File: src/rtl/lock_keypad_sender.sv
// rtl/lock_keypad_sender.sv - keypad front end: sync, debounce, digit FIFO, strobe sender
module lock_keypad_sender #(
  parameter int DEBOUNCE_CYCLES = 16,
  parameter int GAP_CYCLES      = 4,
  parameter int FIFO_DEPTH      = 4
) (
  input  logic       clk,
  input  logic       reset,
  input  logic       btn_raw,
  input  logic [3:0] digit_raw,
  output logic       enter,
  output logic [3:0] digit,
  output logic       busy,
  output logic [2:0] fifo_count,
  output logic       overflow
);

  localparam int            AW       = $clog2(FIFO_DEPTH);
  localparam logic [15:0]   DB_LAST  = 16'(DEBOUNCE_CYCLES - 1);
  localparam logic [7:0]    GAP_LOAD = 8'(GAP_CYCLES);
  localparam logic [AW:0]   DEPTH    = (AW + 1)'(FIFO_DEPTH);
  localparam logic [AW:0]   PTR_ONE  = (AW + 1)'(1);

  typedef enum logic [1:0] {IDLE, SEND, GAP} state_t;

  logic          btn_s1, btn_s2;
  logic [3:0]    dig_s1, dig_s2;
  logic          db;
  logic [15:0]   cnt;
  logic [3:0]    mem [FIFO_DEPTH];
  logic [AW:0]   wr_ptr, rd_ptr, count;
  state_t        state;
  logic [7:0]    gap_cnt;
  logic          db_rise, push, pop, full, empty;

  // Extra pointer bit separates full from empty after wrap-around.
  assign count      = wr_ptr - rd_ptr;
  assign empty      = (count == '0);
  assign full       = (count == DEPTH);
  // db is about to go 0->1 on this edge: that is the capture moment.
  assign db_rise    = !db && btn_s2 && (cnt == DB_LAST);
  assign pop        = (state == IDLE) && !empty;
  // A same-cycle pop frees a slot, so a push into a full FIFO still lands.
  assign push       = db_rise && (!full || pop);
  assign busy       = !empty || (state != IDLE);
  assign fifo_count = 3'(count);

  // Two-flop synchronizer for the button and the keypad digit together.
  always_ff @(posedge clk) begin
    if (reset) begin
      btn_s1 <= 1'b0;
      btn_s2 <= 1'b0;
      dig_s1 <= 4'd0;
      dig_s2 <= 4'd0;
    end else begin
      btn_s1 <= btn_raw;
      btn_s2 <= btn_s1;
      dig_s1 <= digit_raw;
      dig_s2 <= dig_s1;
    end
  end

  // Debouncer: level follows s2 only after it has differed for DEBOUNCE_CYCLES edges.
  always_ff @(posedge clk) begin
    if (reset) begin
      db  <= 1'b0;
      cnt <= 16'd0;
    end else if (btn_s2 == db) begin
      cnt <= 16'd0;
    end else if (cnt == DB_LAST) begin
      db  <= btn_s2;
      cnt <= 16'd0;
    end else begin
      cnt <= cnt + 16'd1;
    end
  end

  // FIFO storage; contents need no reset since the pointers define validity.
  always_ff @(posedge clk) begin
    if (push) mem[wr_ptr[AW-1:0]] <= dig_s2;
  end

  // FIFO pointers and sticky overflow on a dropped press.
  always_ff @(posedge clk) begin
    if (reset) begin
      wr_ptr   <= '0;
      rd_ptr   <= '0;
      overflow <= 1'b0;
    end else begin
      if (push) wr_ptr <= wr_ptr + PTR_ONE;
      if (pop)  rd_ptr <= rd_ptr + PTR_ONE;
      if (db_rise && !push) overflow <= 1'b1;
    end
  end

  // Sender FSM: one-cycle strobe, then GAP_CYCLES of GAP and one IDLE before the next.
  always_ff @(posedge clk) begin
    if (reset) begin
      state   <= IDLE;
      enter   <= 1'b0;
      digit   <= 4'd0;
      gap_cnt <= 8'd0;
    end else begin
      case (state)
        IDLE: begin
          if (!empty) begin
            digit <= mem[rd_ptr[AW-1:0]];
            enter <= 1'b1;
            state <= SEND;
          end
        end
        SEND: begin
          enter   <= 1'b0;
          gap_cnt <= GAP_LOAD;
          state   <= GAP;
        end
        GAP: begin
          if (gap_cnt <= 8'd1) state <= IDLE;
          else                 gap_cnt <= gap_cnt - 8'd1;
        end
        default: begin
          enter <= 1'b0;
          state <= IDLE;
        end
      endcase
    end
  end

endmodule
File: config.mk
export PLATFORM = sky130hd
export DESIGN_NAME = lock_keypad_sender
export DESIGN_NICKNAME = d
export VERILOG_FILES = /design/src/rtl/lock_keypad_sender.sv
export SDC_FILE = /design/constraint.sdc
export NUM_CORES = 1
export LEC_CHECK = 0
export CORE_MARGIN = 1.5
export CORE_UTILIZATION = 55
export DETAILED_ROUTE_END_ITERATION = 10
export PLACE_DENSITY = 0.75
export SKIP_CTS_REPAIR_TIMING = 1
export SLEW_MARGIN = 20
export SYNTH_ARGS = -nofsm -noshare
export SYNTH_HDL_FRONTEND = slang
export SYNTH_SLANG_ARGS = --single-unit
File: constraint.sdc
create_clock -name clk -period 5.6 [get_ports clk]
set_input_delay 0.56 -clock clk [delete_from_list [all_inputs] [get_ports clk]]
set_output_delay 0.56 -clock clk [all_outputs]
set_load 0.005 [all_outputs]
# After elaboration in Yosys (flattened, before gate mapping)
# Memories as Yosys holds them, arrays and structs flattened. A register that Yosys moved wholly into a read port is not among the register bits.
# Cells that the tools add are included.
# Widths: inputs -> output; s select.
# totals
reg_bits,45
ramBits,16
input_bits,7
out_inout_bits,10
word_cells,60
memories,1
# mem_list
name,depth,width,read_ports,rd_clocked_by_memory_dff,wr,line_no,source
mem,4,4,1,1,1,30,logic [3:0] mem [FIFO_DEPTH];
# op_classes
add_sub_neg,5
n_lt_le_gt_ge,1
n_eq_ne,8
mux,9
n_bitwise,3
reduce_logical,21
# ops
cell,n
$add 16x1->16 const B,1
$eq 16x4->1 const B,1
$pmux 8 s2,1
$reduce_and 2->1,5
$le 8x1->1 const B,1
$mux 8,1
$sub 8x1->8 const B,1
$add 3x1->3 const B,2
$ne 2x2->1 const B,3
$pmux 2 s3,1
$logic_and 1x1->1,5
$logic_not 1->1,4
$mux 2,2
$reduce_bool 2->1,2
$eq 3x3->1 const B,1
$logic_not 3->1,1
$mux 1,3
$not 1->1,3
$reduce_or 3->1,1
$sub 3x3->3,1
$eq 2x1->1 const B,1
$eq 2x2->1 const B,1
$logic_not 2->1,1
$logic_or 1x1->1,2
other kinds (2),2

# Depth between registers and ports, before layout
# Gate-level depths: netlist of the first run.
# logic_depth
word_depth,8
ltp_mapped,8
ltp_nobuf,8

# Worst setup path before layout of the first run
# No wires, ideal clock.
# synth_path
path_type,register to register
from,register wr_ptr[0]
to,register wr_ptr[2]
setup_time_ps,121
t_arrival_ps,2178
required_ps,5479
path_slack_ps,3301
path_stages_with_launch,8
path_buffers,0
synth_period_minus_slack_ps,2299
cell_sequence,dfxtp_1 -> inv_1 -> ha_1 -> fa_1 -> xnor3_1 -> o31ai_1 -> nor3_1 -> mux2_2
# synth_between
elab_chain_len,6
elab_cells_between_ends,9
classes_between,add/sub: 2; eq/ne: 1; reduce/logical: 6
# synth_rtl
element,line_no,source
start: declaration,31,"logic [AW:0] wr_ptr, rd_ptr, count;"
start signal: assignment,90,if (push) wr_ptr <= wr_ptr + PTR_ONE;
$sub 3x3->3,37,assign count = wr_ptr - rd_ptr;
$logic_not 3->1,38,assign empty = (count == '0);
$logic_not 1->1,-,
$logic_and 1x1->1,42,assign pop = (state == IDLE) && !empty;
$logic_or 1x1->1,44,assign push = db_rise && (!full || pop);
$logic_and 1x1->1,44,
# Several ways; a longest one is shown, not always the timed one.
# A chain may end at the register's enable or synchronous reset.

# Worst setup path after layout of the first run
# layout_path
from,register wr_ptr[0]
to,output fifo_count[2]
# layout_between
elab_chain_len,1
# layout_rtl
element,line_no,source
$sub 3x3->3,37,
end: declaration,14,"output logic [2:0] fifo_count,"
# No other way between the ends.

==> results of run 1 <==
-- worst reg2reg max path, cell delays in order, from the launching register on --
cell	delay [ns]
dfxtp_1	0.55
ha_1	0.23
fa_1	0.46
nand2_1	0.17
o31ai_1	0.11
nor3_1	0.55
mux2_2	0.40
-- state kept, by name, summed over array words and instances (netlist names), 2 cells and up --
register  count
wr_ptr        3
state         2
dig_s1        4
rd_ptr        3
mem          16
cnt          16
gap_cnt       8
dig_s2        4
digit         4
-- path summary, 6_finish.rpt --
| kind | to | depth (start not counted) | slack [ns] | from |
|---|---|---|---|---|
| setup reg to reg | wr_ptr[2] | 6 | 3.01 | rd_ptr[0] |
| hold / removal | btn_s2 | 1 | 0.43 | btn_s1 |
| setup / recovery | fifo_count[2] | 6 | 2.73 | wr_ptr[0] |
| hold reg to reg | btn_s2 | 1 | 0.43 | btn_s1 |
-- cell usage after synthesis (all sizes together) (3+ instances only) --
library cell / instances
or4: 6
mux2: 3
xor2: 3
nand4: 5
ha: 10
a21oi: 13
and2: 3
nor2: 27
nand2b: 6
inv: 13
mux4: 4
nor4: 5
xnor2: 8
or3: 5
nand3: 10
nor2b: 13
o21ai: 10
edfxtp: 16
mux2i: 8
clkbuf: 5
dfxtp: 49
nand2: 8
and3: 3
-- cell type report --
cell class                 count  area [sq um]  area share
sequential                    65          1460       0.458
timing repair buffer          17           168      0.0525
clock inverter                 5          53.8      0.0168
clock buffer                  11           151      0.0474
inverter                      13          48.8      0.0153
multi-input combinational    170          1230       0.384
tap                           67          83.8      0.0263
-- power groups by stage --
stage                     Clock (W)  Sequential (W)  Combinational [W]
final                      0.000397        0.000559           0.000345
after global placement            0        0.000569           0.000343
after CTS                  0.000409        0.000560           0.000350
after floorplan                   0        0.000558           0.000233
after global routing       0.000431        0.000567           0.000385
after detailed placement          0        0.000571           0.000349
-- kinds of logic (layout without fill, tap and decap cells) --
kind of cell | Yosys count | after routing | share of synthesized area
AO/OA/AOI/OAI | 30 | 30 | 0.0711
AND/OR/NAND/NOR | 102 | 102 | 0.203
buffers and inverters | 20 | 46 | 0.0272
flip-flops | 65 | 65 | 0.529
multiplexers | 15 | 15 | 0.0738
adder cells (fa/ha/maj) | 11 | 11 | 0.0525
XOR/XNOR | 12 | 12 | 0.0430
-- metal layers --
layer | wire [microns] | global-route usage
met1 | 2210 | 0.248
met2 | 2180 | 0.310
met3 | 143 | 0.0617
met4 | 61 | 0.0864
met5 | 0 | 0
-- per-stage QoR --
step | power, W | instances | instance area (sq um) | worst slack, ns | utilization
detailed placement | 0.000920 | 332 | 2990 | 3.00 | 0.624
finish | 0.00130 | 348 | 3190 | 2.73 | 0.667
CTS | 0.00132 | 348 | 3190 | 2.70 | 0.667
global route | 0.00138 | 348 | 3190 | 2.57 | 0.667
global placement | 0.000912 | 332 | 2990 | 3.06 | 0.624
floorplan | 0.000791 | 255 | 2760 | 3.30 | -
==> metrics.yaml, run 1 <==
status: "completed"
syn-num-nets: 273
dp_hpwl_microns: 3190
p_sw_frac: 0.284
synth_seq_cells: 65
p_per_area_nw_per_um2: 408
p_int_w: 0.000933
worst_setup_path_end_kind: "primary output"
cts_buffers: 9
fmax_mhz: 348
drc: 0
synth_edf_count: 16
critPathMostFrequentCell: "inv_1"
slowest_delay_ns: 0.51
fin_tns_setup_ns: 0
grt_remaining_overflow: 0
initial_core_util: 0.577
via_per_inst: 5.23
rows: 25
p_sw_w: 0.000369
routed_wirelength_microns: 4590
power.leakage_nw: 1.15
synthCells: 255
grt_pass1_wl_microns: 7960
firstDrtPassIters: 4
setup_viol: 0
final_common_cell: "dfxtp_1"
place_congestion: 0.795
tritoncts: "done"
syn_avg_cell_area_sq_um: 10.8
worstPathCellList: "inv_1 -> ha_1 -> fa_1 -> xnor3_1 -> inv_1 -> clkdlybuf4s50_1"
synth-async-reset-ratio: 0
max-cap-violations: 0
worstPathArrival_ns: 2.31
start_kind: "flip-flop"
die-area_sq_um: 5460
track_usage: 0.197
power_frac_seq: 0.430
core_sq_um: 4790
finalHoldViolCount: 0
synth_top_area_frac: 0.355
required_ns: 5.04
area_growth_pct: 15.6
antenna_cells: 0
crit_slowest_cell: "clkdlybuf4s50_1"
initialDrtViolationCount: 70
drv_slew: 0
clock_sinks: 65
whs_ns: 0.434
critPathBufInv: 3
cts_root_buf: "clkbuf_8"
worst_pin_slew_ns: 0.681
clock_latency_ns: 0.33
path_class: "flip-flop to primary output"
die_h_microns: 73.9
rsz0062_at_grt: "no"
synthFlopType: "dfxtp_1"
ir_drop_mv: 0.204
pwr-share-clk: 0.305
fillerInstances: 383
grt_max_degree: 37
ios: 17
antenna_left: 0
synth_area_leaders: "dfxtp_1 36%, edfxtp_1 17%, ha_1 4.5%"
min_period_over_period: 0.513
final.min_clock_period_ns: 2.87
crit_family: "buffers and inverters"
nNetsFinal: 294
portBuffers: 16
syn_area_sq_um: 2760
grt_antenna_before_repair: 0
post_route_cells_drive_above_1_share: 0.107
ys_warn_count: 0
yosys.cell_types.count: 42
power_frac_comb: 0.265
die_w_microns: 73.9
yosys.area.top_type: "dfxtp_1"
mostFrequentLayoutCells: "49 x dfxtp_1, 27 x nor2_1, 16 x clkdlybuf4s50_1, 16 x edfxtp_1"
fin_worst_skew_ns: 0.00667
vias: 1820
grt_pass1_vias: 1741
max-slew-margin-rel: 0.543
min_path_type: "flip-flop to flip-flop"
worstPathMaxFanout: 4
clkTransAtPathRegs_ns: 0.07
clock_path_buffers: 2
avgRoutedWirePerCell_microns: 13.2
htree_levels: 3
yosysSeqAreaShare: 0.529
Note: power is estimated with default switching activity, not from simulation.
==> inputs of run 2 (changes only) <==
Clock period 5.6 ns to 2.8 ns, I/O delays scaled along.
==> metrics.yaml, run 2 (same netlist as run 1, synthesis figures left out) <==
core_sq_um: 4790  # unchanged
fmax_mhz: 380
tritoncts: "done"
die-area_sq_um: 5460  # unchanged
p_int_w: 0.00192  # +110%
rows: 25  # unchanged
routed_wirelength_microns: 4700  # +2.2%
clock_path_buffers: 2  # unchanged
power_frac_seq: 0.413  # -0.017
place_congestion: 0.845  # +6.4%
start_kind: "flip-flop"
fin_tns_setup_ns: 0  # unchanged
setup_viol: 0  # unchanged
grt_pass1_wl_microns: 7920  # -0.51%
grt_antenna_before_repair: 0  # unchanged
worst_setup_path_end_kind: "primary output"
finalHoldViolCount: 0  # unchanged
ir_drop_mv: 0.406  # +99%
pwr-share-clk: 0.320  # +0.015
antenna_left: 0  # unchanged
fillerInstances: 345  # -9.9%
power_frac_comb: 0.267  # +0.002
status: "completed"
clock_sinks: 65  # unchanged
clkTransAtPathRegs_ns: 0.08  # about the same
power.leakage_nw: 1.17  # +1.8%
initialDrtViolationCount: 107  # +53%
die_w_microns: 73.9  # unchanged
post_route_cells_drive_above_1_share: 0.117  # +0.00985
vias: 1878  # +3.2%
clock_latency_ns: 0.33  # about the same
fin_worst_skew_ns: 0.0117  # +0.00507 ns
post-place-ws_ns: 0.393  # -2.61 ns
drc: 0  # unchanged
min_path_type: "flip-flop to flip-flop"
max-cap-violations: 0  # unchanged
die_h_microns: 73.9  # unchanged
rsz0062_at_grt: "no"
place_area_sq_um: 3000  # +0.50%
worstPathArrival_ns: 2.35  # +0.04 ns
avgRoutedWirePerCell_microns: 13.4  # +1.6%
path_class: "flip-flop to primary output"
cts_root_buf: "clkbuf_8"
worstPathMaxFanout: 4  # unchanged
firstDrtPassIters: 4  # unchanged
track_usage: 0.197  # -0.000290
dp_hpwl_microns: 3420  # +7.1%
antenna_cells: 0  # unchanged
p_sw_frac: 0.285  # +0.00104
mostFrequentLayoutCells: "49 x dfxtp_1, 27 x nor2_1, 16 x clkdlybuf4s50_1, 16 x edfxtp_1"
fin_area_sq_um: 3220  # +0.90%
required_ns: 2.52  # -2.52 ns
final.min_clock_period_ns: 2.63
grt_pass1_vias: 1742  # +0.057%
final_common_cell: "dfxtp_1"
min_period_over_period: 0.939
ios: 17  # unchanged
area_growth_pct: 16.6
worst_pin_slew_ns: 0.636  # -0.0447 ns
nNetsFinal: 296  # +0.68%
via_per_inst: 5.37  # +2.6%
max-slew-margin-rel: 0.572  # +0.0294
htree_levels: 3  # unchanged
drv_slew: 0  # unchanged
worst_slack_ns: 0.170  # -2.56 ns
portBuffers: 16  # unchanged
initial_core_util: 0.577  # unchanged
grt_remaining_overflow: 0  # unchanged
p_per_area_nw_per_um2: 833  # +100%
seq_area_sq_um: 1460  # unchanged
grt_max_degree: 23  # -38%
p_sw_w: 0.000764  # +110%
cts_buffers: 9  # unchanged
multi_input_area_sq_um: 1230  # unchanged
finalPower_w: 0.00268  # +110%
==> run 2: changes by cell type in the layout (fill, tap and decap cells not counted), sizes merged <==
cell      before  now
bufinv         1    2
clkbuf        11    9
clkinv         2    4
clkinvlp       2    1
buf            1    3
==> run 2: metal layers <==
metal,vias up,global-route usage,share of wire
li1,956,-,-
met1,871,0.234,0.44
met2,41,0.322,0.51
met3,10,0.0466,0.033
met4,0,0.115,0.019
met5,-,0,0
==> run 2: final timing paths <==
kind                            startpoint       endpoint  slack [ns]  cells after the start
worst max-delay path             wr_ptr[0]  fifo_count[2]        0.17                      6
worst min register to register   dig_s1[2]      dig_s2[2]        0.43                      1
worst min-delay path             dig_s1[2]      dig_s2[2]        0.43                      1
worst max register to register   wr_ptr[0]      mem[1][1]        0.35                      7
==> run 2: power groups by stage <==
stage | Clock (W) | Combinational [W] | Sequential, W
after floorplan | 0 | 0.000467 | 0.00112
after global placement | 0 | 0.000697 | 0.00113
after detailed placement | 0 | 0.000719 | 0.00113
after CTS | 0.000877 | 0.000720 | 0.00111
after global routing | 0.000918 | 0.000785 | 0.00112
final | 0.000858 | 0.000716 | 0.00111
==> run 2: critical path: stages, from the launching register on <==
cell and delay (ns):
dfxtp_1 0.38, inv_1 0.11, ha_1 0.23, fa_1 0.41
xnor3_1 0.23, inv_1 0.13, clkdlybuf4s50_1 0.52
==> run 2: cell type report <==
type                    count  share of cell area
clock buffers               9              0.0384
clock inverters             7              0.0295
inverters                  13              0.0151
multi-input cells         170               0.381
flip-flops and latches     65               0.454
well taps                  67              0.0260
repair buffers             19              0.0567
==> run 2: stage by stage <==
| step | hold WS [ns] | cells | util |
|---|---|---|---|
| after floorplan | 0.408 | 255 | - |
| after global placement | 0.418 | 334 | 0.627 |
| after detailed placement | 0.422 | 334 | 0.627 |
| after CTS | 0.438 | 350 | 0.673 |
| after global routing | 0.463 | 350 | 0.673 |
| final | 0.428 | 350 | 0.673 |
